**src/rtl/wb_pkg.sv**
```systemverilog
// Shared writeback definitions: channel ranks, default widths and the result payload.
package wb_pkg;
  localparam int unsigned CH_ALU    = 0;
  localparam int unsigned CH_CSR    = 1;
  localparam int unsigned CH_DMEM   = 2;
  localparam int unsigned CH_DIV    = 3;
  localparam int unsigned CH_REM    = 4;
  localparam int unsigned CH_MUL    = 5;
  localparam int unsigned WB_NCH    = 6;
  localparam int unsigned WB_XLEN   = 64;
  localparam int unsigned WB_RIDX_W = 5;

  typedef struct packed {
    logic [WB_RIDX_W-1:0] rd;
    logic [WB_XLEN-1:0]   data;
  } wb_req_t;
endpackage

```
**src/rtl/rr_arbiter.sv**
```systemverilog
// One-hot grant among N requesters. Round-robin with a pointer when WB_RR_EN is defined,
// otherwise fixed priority (lowest index wins) with no state.
module rr_arbiter #(
  parameter int unsigned N = 6
) (
  input  logic         clk,
  input  logic         rst_n,
  input  logic [N-1:0] req,
  input  logic         advance,
  input  logic         flush,
  output logic [N-1:0] gnt
);
`ifdef WB_RR_EN
  localparam int unsigned PW = (N > 1) ? $clog2(N) : 1;

  logic [PW-1:0] ptr;
  logic [PW-1:0] ptr_nxt;
  logic [PW-1:0] idx;
  logic          found;

  // Search from ptr upward with wrap; pointer moves past the winner only on a transfer.
  always_comb begin
    gnt     = '0;
    ptr_nxt = ptr;
    idx     = '0;
    found   = 1'b0;
    for (int unsigned i = 0; i < N; i++) begin
      idx = PW'((32'(ptr) + i) % N);
      if (!found && req[idx]) begin
        gnt[idx] = 1'b1;
        found    = 1'b1;
        ptr_nxt  = (32'(idx) == N - 1) ? '0 : PW'(32'(idx) + 1);
      end
    end
    if (flush) begin
      gnt     = '0;
      ptr_nxt = ptr;
    end
    if (!advance) ptr_nxt = ptr;
  end

  always_ff @(posedge clk or negedge rst_n) begin
    if (!rst_n) ptr <= '0;
    else        ptr <= ptr_nxt;
  end
`else
  logic found;
  logic unused_fixed;

  assign unused_fixed = ^{clk, rst_n, advance};

  always_comb begin
    gnt   = '0;
    found = 1'b0;
    for (int i = 0; i < int'(N); i++) begin
      if (!found && req[i]) begin
        gnt[i] = 1'b1;
        found  = 1'b1;
      end
    end
    if (flush) gnt = '0;
  end
`endif
endmodule

```
**src/rtl/wb_arbiter.sv**
```systemverilog
// Writeback arbiter: picks one result source per cycle and registers it onto the RF write port.
// Build option: WB_RR_EN selects round-robin arbitration (fixed priority otherwise).
module wb_arbiter
  import wb_pkg::*;
#(
  parameter int unsigned NCH    = WB_NCH,
  parameter int unsigned XLEN   = WB_XLEN,
  parameter int unsigned RIDX_W = WB_RIDX_W
) (
  input  logic                  clk,
  input  logic                  rst_n,
  input  logic                  flush_i,
  input  logic [NCH-1:0]        src_valid_i,
  input  logic [NCH*RIDX_W-1:0] src_rd_i,
  input  logic [NCH*XLEN-1:0]   src_data_i,
  output logic [NCH-1:0]        src_ready_o,
  output logic                  rf_we_o,
  output logic [RIDX_W-1:0]     rf_waddr_o,
  output logic [XLEN-1:0]       rf_wdata_o,
  output logic [NCH-1:0]        wb_stall_o
);
  logic [NCH-1:0]    gnt;
  logic              advance;
  logic [RIDX_W-1:0] mux_rd;
  logic [XLEN-1:0]   mux_data;
  wb_req_t           sel;

  // Grants are suppressed while in reset so nothing is consumed before the port is live.
  rr_arbiter #(.N(NCH)) u_arb (
    .clk     (clk),
    .rst_n   (rst_n),
    .req     (src_valid_i),
    .advance (advance),
    .flush   (flush_i | ~rst_n),
    .gnt     (gnt)
  );

  assign advance     = |gnt;
  assign src_ready_o = gnt;

  // One-hot grant turns the slice select into a plain AND-OR mux.
  always_comb begin
    mux_rd   = '0;
    mux_data = '0;
    for (int unsigned c = 0; c < NCH; c++) begin
      if (gnt[c]) begin
        mux_rd   = mux_rd   | src_rd_i[c*RIDX_W +: RIDX_W];
        mux_data = mux_data | src_data_i[c*XLEN +: XLEN];
      end
    end
    sel.rd   = WB_RIDX_W'(mux_rd);
    sel.data = WB_XLEN'(mux_data);
  end

  always_ff @(posedge clk or negedge rst_n) begin
    if (!rst_n) begin
      rf_we_o    <= 1'b0;
      rf_waddr_o <= '0;
      rf_wdata_o <= '0;
      wb_stall_o <= '0;
    end else begin
      rf_we_o    <= advance && (sel.rd != '0);
      wb_stall_o <= src_valid_i & ~gnt & {NCH{~flush_i}};
      if (advance) begin
        rf_waddr_o <= RIDX_W'(sel.rd);
        rf_wdata_o <= XLEN'(sel.data);
      end
    end
  end
endmodule
```
**config.mk**
```make
export PLATFORM = sky130hd
export DESIGN_NAME = wb_arbiter
export DESIGN_NICKNAME = d
export VERILOG_FILES = /design/src/rtl/wb_pkg.sv /design/src/rtl/rr_arbiter.sv /design/src/rtl/wb_arbiter.sv
export SDC_FILE = /design/constraint.sdc
export NUM_CORES = 1
export LEC_CHECK = 0
export CAP_MARGIN = 20
export CORE_AREA = 5 5 191 193
export CTS_CLUSTER_DIAMETER = 120
export DETAILED_ROUTE_END_ITERATION = 10
export DIE_AREA = 0 0 196 198
export PLACE_DENSITY = 0.57
export SLEW_MARGIN = 20
export SYNTH_ARGS = -nofsm -noshare
export SYNTH_HDL_FRONTEND = slang
export SYNTH_SLANG_ARGS = --single-unit
```
**constraint.sdc**
```tcl
create_clock -name clk -period 6.04 [get_ports clk]
set_input_delay 1.208 -clock clk [delete_from_list [all_inputs] [get_ports clk]]
set_output_delay 1.208 -clock clk [all_outputs]
set_load 0.02 [all_outputs]
```
# Word-level counts from Yosys, hierarchy flattened
# Index checks and enable logic that the tools add are counted.
# totals
in_bits,423
regBits,76
out_inout_bits,82
elab_cells,56
# op_classes
muxes,23
reduce_logical,13
bitwise,16
# op_table
operator,count
2-to-1 mux 64 bit,6
bitwise OR 64 bit,5
2-to-1 mux 5 bit,6
bitwise OR 5 bit,5
AND 6 bit,2
2-to-1 mux 1 bit,10
logical AND 1 bit,6
2-to-1 mux 6 bit,1
NOT 6 bit,1
OR reduction 6 bit,1
zero test 1 bit,5
nonzero test 5 bit,1
NOT 1 bit,2
bitwise OR 1 bit,1

# Logic depth before layout (Yosys ltp)
# Gate-level depths: netlist of the first run.
# depth
ltp_word,30
mapped_depth,9

# Cells and area by module
# From an unflattened synthesis of the first run, not the netlist that was laid out.
# unflattened
cells_unflattened,507
area_unflattened_um2,4793.3
# by_module_without_submodules
mod,area_each_um2,instances,cells_each
wb_arbiter,4727.0,1,499
rr_arbiter,66.3,1,8

# Worst setup path before layout of the first run
# Ideal clock, no wire load.
# synth_path
path_kind,input to output
from,input flush_i
to,output src_ready_o[5]
arrival_time_ps,2567
required_ps,4832
slack_ps,2265
path_stages,5
path_buffers,3
path_cell_list,buf_6 -> or4b_1 -> buf_2 -> nor4_4 -> buf_2
# synth_between
elab_chain_cells,2
# synth_lines
item,line,rtl
"start, declared",wb_arbiter.sv:12,"input logic flush_i,"
bitwise OR 1 bit,wb_arbiter.sv:34,".flush (flush_i | ~rst_n),"
2-to-1 mux 6 bit,rr_arbiter.sv:61,if (flush) gnt = '0;
"end, declared",wb_arbiter.sv:16,"output logic [NCH-1:0] src_ready_o,"
# Every way passes these cells.

# Final worst setup path of the first run
# layout_path
from,input src_valid_i[0]
to,output src_ready_o[5]
# layout_between
elab_chain_cells,17
# layout_lines
item,line,rtl
"start, declared",wb_arbiter.sv:13,"input logic [NCH-1:0] src_valid_i,"
2-to-1 mux 1 bit *,rr_arbiter.sv:56,if (!found && req[i]) begin
zero test 1 bit,rr_arbiter.sv:56,
logical AND 1 bit,rr_arbiter.sv:56,
2-to-1 mux 1 bit *,rr_arbiter.sv:56,
zero test 1 bit,rr_arbiter.sv:56,
logical AND 1 bit,rr_arbiter.sv:56,
2-to-1 mux 1 bit *,rr_arbiter.sv:56,
zero test 1 bit,rr_arbiter.sv:56,
logical AND 1 bit,rr_arbiter.sv:56,
2-to-1 mux 1 bit *,rr_arbiter.sv:56,
zero test 1 bit,rr_arbiter.sv:56,
logical AND 1 bit,rr_arbiter.sv:56,
2-to-1 mux 1 bit *,rr_arbiter.sv:56,
zero test 1 bit *,rr_arbiter.sv:56,
logical AND 1 bit *,rr_arbiter.sv:56,
2-to-1 mux 1 bit *,rr_arbiter.sv:56,
2-to-1 mux 6 bit *,rr_arbiter.sv:61,
# Every way passes the cells marked *; elsewhere a longest branch is shown, timed or not.

==> results of run 1 <==
==> power by group <==
group | internal, W | switching (W)
registers | 0.000589 | 0.0000503
clock network | 0.000443 | 0.000231
logic | 0.000440 | 0.000299
==> Yosys cell counts (all sizes together) <==
cell     instances  area [um2]
and3             1        6.26
nor2             7        36.3
o21ai            4        20.0
buf             33         203
or4bb            3        33.8
nand3b           3        22.5
or4b             1        10.0
nand2           27         101
a21o             1        7.51
a21oi            4        20.0
nor3b            5        37.5
and2             2        12.5
a211oi           4        30.0
nor2b            2        12.5
inv              1        3.75
or3              1        6.26
nor4             2        27.5
nand2b           4        25.0
clkbuf          23        86.3
a22oi          132        1020
a222oi          64         641
a2111oi          3        26.3
nand3           66         330
dfrtp           76        1900
==> layout make-up <==
type,count,area (um2),share of cell area
flip-flops and latches,76,1900,0.183
clock buffers,10,229,0.0220
well taps,455,569,0.0547
inverters,1,3.75,0.000361
clock inverters,5,125,0.0120
multi-input cells,336,2440,0.235
repair buffers,516,5130,0.493
==> critical path, stage by stage <==
cell and delay (ps):
clkdlybuf4s50_1 660, or4b_1 850, nor4_4 370, clkdlybuf4s50_1 670
==> state kept, by name (all words and copies together) (netlist names) <==
register and cells:
wb_stall_o 6, rf_wdata_o 64, rf_we_o 1, rf_waddr_o 5
==> logic make-up (layout without fill, tap and decap cells) <==
family,Yosys count,count (layout),share of synthesized area
flops,76,76,0.411
compound gates,212,212,0.382
simple gates,124,124,0.143
buf+inv,57,532,0.0633
==> worst max path at each step <==
stage | start | endpoint | cells after the start
2_1_floorplan | flush_i | src_ready_o[5] | 5
3_5_place_dp | src_valid_i[0] | src_ready_o[5] | 4
5_1_grt | src_valid_i[0] | src_ready_o[5] | 4
3_3_place_gp | src_valid_i[0] | src_ready_o[5] | 4
4_1_cts | src_valid_i[0] | src_ready_o[5] | 4
6_report | src_valid_i[0] | src_ready_o[5] | 4
==> through the flow <==
stage               utilization  area [um2]  hold slack, ps
finish                    0.303       10400             479
global route              0.303       10400             495
CTS                       0.303       10400             481
detailed placement        0.292       10100             466
global placement          0.292       10100             461
floorplan                     -        4620             582
==> per-layer routing <==
| layer | GRT usage | routed length [um] |
|---|---|---|
| met1 | 0.169 | 11700 |
| met2 | 0.249 | 15000 |
| met3 | 0.0439 | 2750 |
| met4 | 0.0569 | 969 |
| met5 | 0 | 0 |
==> out/results.ini, run 1 <==
[sta]
tns_ps=0
maxSlewViolCount=0
worstMarginPinSlew_ps=1050
fin_crit_sh=0.823
setup_ws_ps=1070
max_freq_mhz=201
timing.slew.headroom=0.300
period_needed_ps=4970
finalHoldViolCount=0
setup_violations=0
grt_setup_unrepaired=no
skew_ps=0

[finish]
fin_cells=1399
layout_commonest_cell=clkdlybuf4s50_1
area_growth_pct=125
nets=1363
nFillCells=3592
most-common-layout-cells=clkdlybuf4s50_1 (503), a22oi_1 (126), dfrtp_1 (76)
antennaDiodeCount=0
layout-drive-gt1-share=0.0434

[critical_path]
r2r_start=rf_wdata_o[46]
ff2ff_path_depth=2
crit_arrival_ps=3760
cp-end-kind=output port
required_ps=4830
r2r_end=rf_wdata_o[46]
cp-start-kind=input pin
path_max_fanout=17
crit_type=in -> out
rrSetupSlack_ps=5200

[cts]
cts_tree=built
clock_path_buffers=2
cts_made_buffers=9
insertion_delay_ps=340
ctsResizeCount=0
clk_pin_slew_worst_paths_ps=60
cts-root-buf=clkbuf_16
clock_sinks=76
post_cts_buffers=0
htree_levels=3
hold_buffers=0

[worst_hold_path]
min_path_cells=2
hold_start=rf_waddr_o[3]
min_to=rf_waddr_o[3]
hold_class=reg -> reg

[power]
p_per_area_nw_per_um2=197
power_leakage_nw=3.92
peakVddDrop_mv=0.127
power.total_w=0.00205

[die]
core-area_um2=34400
num_io_pins=505
fp.dieH_um=198
die_x_um=196
initial_core_util=0.134
rows=68
die_area_um2=38800

[routing]
postRouteAntennaNets=0
drtPass1Iterations=11
wl_um=30400
drc=0
wire_per_inst_um=21.8
num_vias=6528
drt_iter0_markers=534
detail_route.vias_per_cell=4.67

[grt]
grt_pass1_vias=6910
grt_first_pass_wirelength_um=42800
grt_overflow_total=0
grt_max_degree=69
antenna_found_initial=0
grtUsageTotal=0.145

[yosys]
syn_area_um2=4620
avgSynthCellArea_um2=9.85
ys_ff_latch=76
ys_warn_count=0
synthCells=469
yosysSeqAreaShare=0.411
synth_cell_type_count=31
syn-num-nets=892

[placement]
post-place-ws_ps=1090
place.gp.congestion=0.830
dp_cells=1384
dp_hpwl_um=23300
io_buffer_count=504

[job]
cap_violations=0

[status]
status=finished clean

No activity file was read; power rests on OpenSTA's default activity.
==> inputs of run 2 (changes only) <==
--- a/config.mk
+++ b/config.mk
@@ -6,11 +6,11 @@
 export NUM_CORES = 1
 export LEC_CHECK = 0
 export CAP_MARGIN = 20
-export CORE_AREA = 5 5 191 193
+export CORE_AREA = 5 5 192 194
 export CTS_CLUSTER_DIAMETER = 120
 export DETAILED_ROUTE_END_ITERATION = 10
-export DIE_AREA = 0 0 196 198
-export PLACE_DENSITY = 0.57
+export DIE_AREA = 0 0 197 199
+export PLACE_DENSITY = 0.56
 export SLEW_MARGIN = 20
 export SYNTH_ARGS = -nofsm -noshare
 export SYNTH_HDL_FRONTEND = slang
==> constraint.sdc (replaced) <==
create_clock -name clk -period 5.1 [get_ports clk]
set_input_delay 1.02 -clock clk [delete_from_list [all_inputs] [get_ports clk]]
set_output_delay 1.02 -clock clk [all_outputs]
set_load 0.02 [all_outputs]
==> run 2 against run 1 <==
Against the previous run: register-to-register slack got worse by 1000 ps; clock power up 2%; design area fell by 0.23%; power up 13%; utilization fell by 0.65 points; sequential share of layout area barely moved; routed wire length down 0.60%; sequential power is 18% higher; global-route usage about the same; cell count is 0.57% higher; combinational power up 18%; largest cell class unchanged.
==> out/results.ini, run 2 (same netlist as run 1, synthesis figures left out) <==
[placement]
dp_hpwl_um=23000  ; -1.4%
io_buffer_count=504  ; unchanged
place_area_um2=10100  ; +0.27%
place.gp.congestion=0.858  ; +3.4%
dp_cells=1391  ; +0.51%

[routing]
drtPass1Iterations=8  ; -3
drt_iter0_markers=474  ; -11%
detail_route.vias_per_cell=4.64  ; -0.54%
wl_um=30300  ; -0.60%
num_vias=6530  ; +0.031%
wire_per_inst_um=21.5  ; -1.2%
postRouteAntennaNets=0  ; unchanged
drc=0  ; unchanged

[die]
die_area_um2=39200  ; +1.0%
die_x_um=197  ; +0.51%
fp.dieH_um=199  ; +0.51%
num_io_pins=505  ; unchanged
rows=69  ; +1.5%
core-area_um2=35100  ; +2.0%
initial_core_util=0.132  ; -0.00260

[grt]
grt_overflow_total=0  ; unchanged
grtUsageTotal=0.145  ; about the same
antenna_found_initial=0  ; unchanged
grt_max_degree=69  ; unchanged
grt_first_pass_wirelength_um=43100  ; +0.63%
grt_pass1_vias=7016  ; +1.5%

[finish]
most-common-layout-cells=clkdlybuf4s50_1 (503), a22oi_1 (126), dfrtp_1 (76)
nFillCells=3717  ; +3.5%
fin_cells=1407  ; +0.57%
area_growth_pct=125
largest_reg_flops=64  ; unchanged
layout_commonest_cell=clkdlybuf4s50_1
layout-drive-gt1-share=0.0465  ; +0.00308
regMostFlops=rf_wdata_o
nets=1364  ; +0.073%
finalInstanceArea_um2=10400  ; -0.23%
antennaDiodeCount=0  ; unchanged
top_regs=rf_wdata_o (64), wb_stall_o (6), rf_waddr_o (5)

[critical_path]
cp-end-kind=output port
required_ps=4080  ; -750 ps
path_max_fanout=10  ; -7
crit_arrival_ps=3450  ; -310 ps
crit_type=in -> out
cp-start-kind=input pin

[sta]
grt_setup_unrepaired=no
period_needed_ps=4470
setup_violations=0  ; unchanged
tns_ps=0  ; unchanged
maxSlewViolCount=0  ; unchanged
skew_ps=0  ; unchanged
finalHoldViolCount=0  ; unchanged
worstMarginPinSlew_ps=939  ; -106 ps
timing.slew.headroom=0.374  ; +0.0734
fin_crit_sh=0.877
max_freq_mhz=224

[cts]
htree_levels=3  ; unchanged
post_cts_buffers=0  ; unchanged
clock_path_buffers=2  ; unchanged
ctsResizeCount=0  ; unchanged
hold_buffers=0  ; unchanged
cts_made_buffers=9  ; unchanged
clock_sinks=76  ; unchanged
clk_pin_slew_worst_paths_ps=60  ; about the same
cts-root-buf=clkbuf_16
insertion_delay_ps=350  ; about the same
cts_tree=built

[job]
cap_violations=0  ; unchanged

[power]
power.internal_w=0.00163  ; +10%
seq_power_share=0.326  ; +0.014
p_comb_frac=0.377  ; +0.017
p_per_area_nw_per_um2=223  ; +13%
p_clk_frac=0.297  ; -0.032
switching_share=0.299  ; +0.0166
power_leakage_nw=3.91  ; -0.22%
peakVddDrop_mv=0.150  ; +18%
power.switching_w=0.000694  ; +20%

[worst_hold_path]
hold_class=reg -> reg

[status]
status=finished clean

-- run 2: metrics by stage --
step / utilization / hold slack (ps) / setup slack [ps] / power (W)
4_1_cts: 0.296 / 484 / 619 / 0.00237
6_report: 0.296 / 478 / 628 / 0.00232
5_1_grt: 0.296 / 500 / 502 / 0.00243
3_5_place_dp: 0.288 / 467 / 636 / 0.00165
2_1_floorplan: - / 582 / 1700 / 0.00102
3_3_place_gp: 0.288 / 462 / 646 / 0.00164
-- run 2: power groups by stage --
stage	sequential, W	combinational, W	clock, W
floorplan	0.000877	0.000148	0
global placement	0.000763	0.000879	0
detailed placement	0.000764	0.000882	0
CTS	0.000756	0.000885	0.000727
global route	0.000766	0.000927	0.000741
finish	0.000756	0.000874	0.000689
-- run 2: worst paths after layout --
kind,startpoint,to,slack (ps),cells after the start
worst min-delay path,rf_waddr_o[2],rf_waddr_o[2],480,2
worst max register to register,rf_wdata_o[26],rf_wdata_o[26],4200,2
min in group asynchronous,rst_n,rf_wdata_o[27],760,2
max in group asynchronous,rst_n,rf_waddr_o[3],3250,3
worst min register to register,rf_waddr_o[2],rf_waddr_o[2],480,2
worst max-delay path,src_valid_i[1],src_ready_o[3],630,5
-- run 2: layout make-up --
class | instances | area, um2 | area share
Inverter | 1 | 3.75 | 0.000362
Sequential cell | 76 | 1900 | 0.183
Multi-Input combinational cell | 336 | 2440 | 0.235
Clock inverter | 5 | 50.0 | 0.00482
Tap cell | 461 | 577 | 0.0556
Clock buffer | 11 | 253 | 0.0243
Timing Repair Buffer | 517 | 5150 | 0.496
-- run 2: worst max-delay path, cell delays in order --
cell and delay [ps]:
clkdlybuf4s50_1 580, or4b_1 800, nor2_4 230, and2_2 180, clkdlybuf4s50_1 640
-- run 2: routing by layer --
metal	up-vias	share of wire	wire (um)	global-route usage
met5	-	0	0	0
met4	0	0.032	964	0.0624
met3	43	0.096	2900	0.0464
met2	387	0.49	15000	0.244
met1	3162	0.38	11400	0.169
li1	2938	-	-	-
==> patch: new RTL, flow settings as in run 1 <==
The package constant `WB_XLEN` goes from 64 to 72.
--- a/src/rtl/wb_pkg.sv
+++ b/src/rtl/wb_pkg.sv
@@ -7,7 +7,7 @@
   localparam int unsigned CH_REM    = 4;
   localparam int unsigned CH_MUL    = 5;
   localparam int unsigned WB_NCH    = 6;
-  localparam int unsigned WB_XLEN   = 64;
+  localparam int unsigned WB_XLEN   = 72;
   localparam int unsigned WB_RIDX_W = 5;
 
   typedef struct packed {
Ports: changed (resized rf_wdata_o and src_data_i); port bits go from 505 to 561. The function was not compared with the original's and may differ.
==> patch against run 1 <==
  * Synthesized area increased by 18%
  * Wire length is 24% higher
  * Combinational power increased by 13%
  * Worst setup slack lost 0.027 ns
  * Critical path depth grew 1
  * Design area rose by 12%
  * Highest routed layer unchanged
  * Sequential cell count is 8 higher
  * Power is 4.4% higher
==> patch: results (changes against run 1) <==
----------------------------------------------------
[GRT]
  Number of antenna violations at the first check in global routing ... 5 (was 0)
  First-pass GRT wire length ... 53200 µm (was 42800 µm)
  Pin count of the biggest net entering global routing ... 78 (was 69)

[Clocking]
  Clk Latency, worst-skew pair ... 0.37 ns (was 0.34 ns)
  CTS sink cnt ... 84 (was 76)

[Power]
  Combinational group power ... 0.000836 W (was 0.000739 W)
  Net Sw Power ... 0.000648 W (was 0.000580 W)
  Power consumed by the clock network ... 0.000602 W (was 0.000675 W)

[Logic synthesis]
  Register area share after synthesis ... 38.5% (was 41.1%)
  Area fraction in compound gates after synthesis ... 41.0% (was 38.2%)
  Count of different cell masters after synthesis ... 32 (was 31)

[Status]
  Result of the run ... finished, final reports clean (unchanged)

[Finish]
  Largest registers ... rf_wdata_o: 72 flops, wb_stall_o: 6 flops, rf_waddr_o: 5 flops (was rf_wdata_o: 64 flops, wb_stall_o: 6 flops, rf_waddr_o: 5 flops)
  Fraction of standard cell area that is sequential ... 18.1% (was 18.3%)
  Clk cell area share ... 2.61% (was 3.40%)
  Fillcell total ... 3497 (was 3592)
  Layout clock buffer count ... 14 (was 10)

[Detailed routing]
  Iteration-0 DRC count of the detailed router ... 625 (was 534)
  Initial DRT Pass Iterations ... 9 (was 11)

[Worst hold path]
  Hold Path End ... rf_waddr_o[4]$_DFFE_PN0P_ (was rf_waddr_o[3]$_DFFE_PN0P_)

[Timing]
  Max-slew headroom ... 31.7% (was 30.0%)

[Placement]
  Placer congestion estimate ... 0.901 (was 0.830)
  Placed cell areas ... 0.0113 mm² (was 0.0101 mm²)

[Worst setup path]
  Capturing point of the worst reg2reg path ... rf_wdata_o[27]$_DFFE_PN0P_ (was rf_wdata_o[46]$_DFFE_PN0P_)
  Reg-to-reg setup timing slack ... 5.15 ns (was 5.20 ns)

----------------------------------------------------
patch: worst max path at each step:
stage	end	depth (start not counted)
after CTS	src_ready_o[3]	5
final	src_ready_o[3]	5
after global routing	src_ready_o[3]	5
after floorplan	src_ready_o[2]	6
after detailed placement	src_ready_o[3]	5
after global placement	src_ready_o[3]	5
patch: cell families (layout without fill, tap and decap cells):
kind of cell | after synthesis | after routing
compound gates | 236 | 236
buf+inv | 65 | 588
flops | 84 | 84
other cells | 0 | 5
simple gates | 131 | 131
patch: metal layers:
metal  global-route usage (%)  vias up  part of all wire [%]
met5                        0        -                     0
met4                     6.90        0                   3.3
li1                         -     3246                     -
met3                     6.76       59                    10
met1                     21.3     3602                    37
met2                     31.2      448                    50
patch: per-stage QoR:
step                      setup slack [ns]  util, %  power [W]
final                                 1.04     33.9    0.00214
after global routing                 0.928     33.9    0.00224
after CTS                             1.05     33.8    0.00218
after detailed placement              1.06     32.9    0.00156
after global placement                1.08     32.9    0.00155
after floorplan                       2.30        -   0.000960
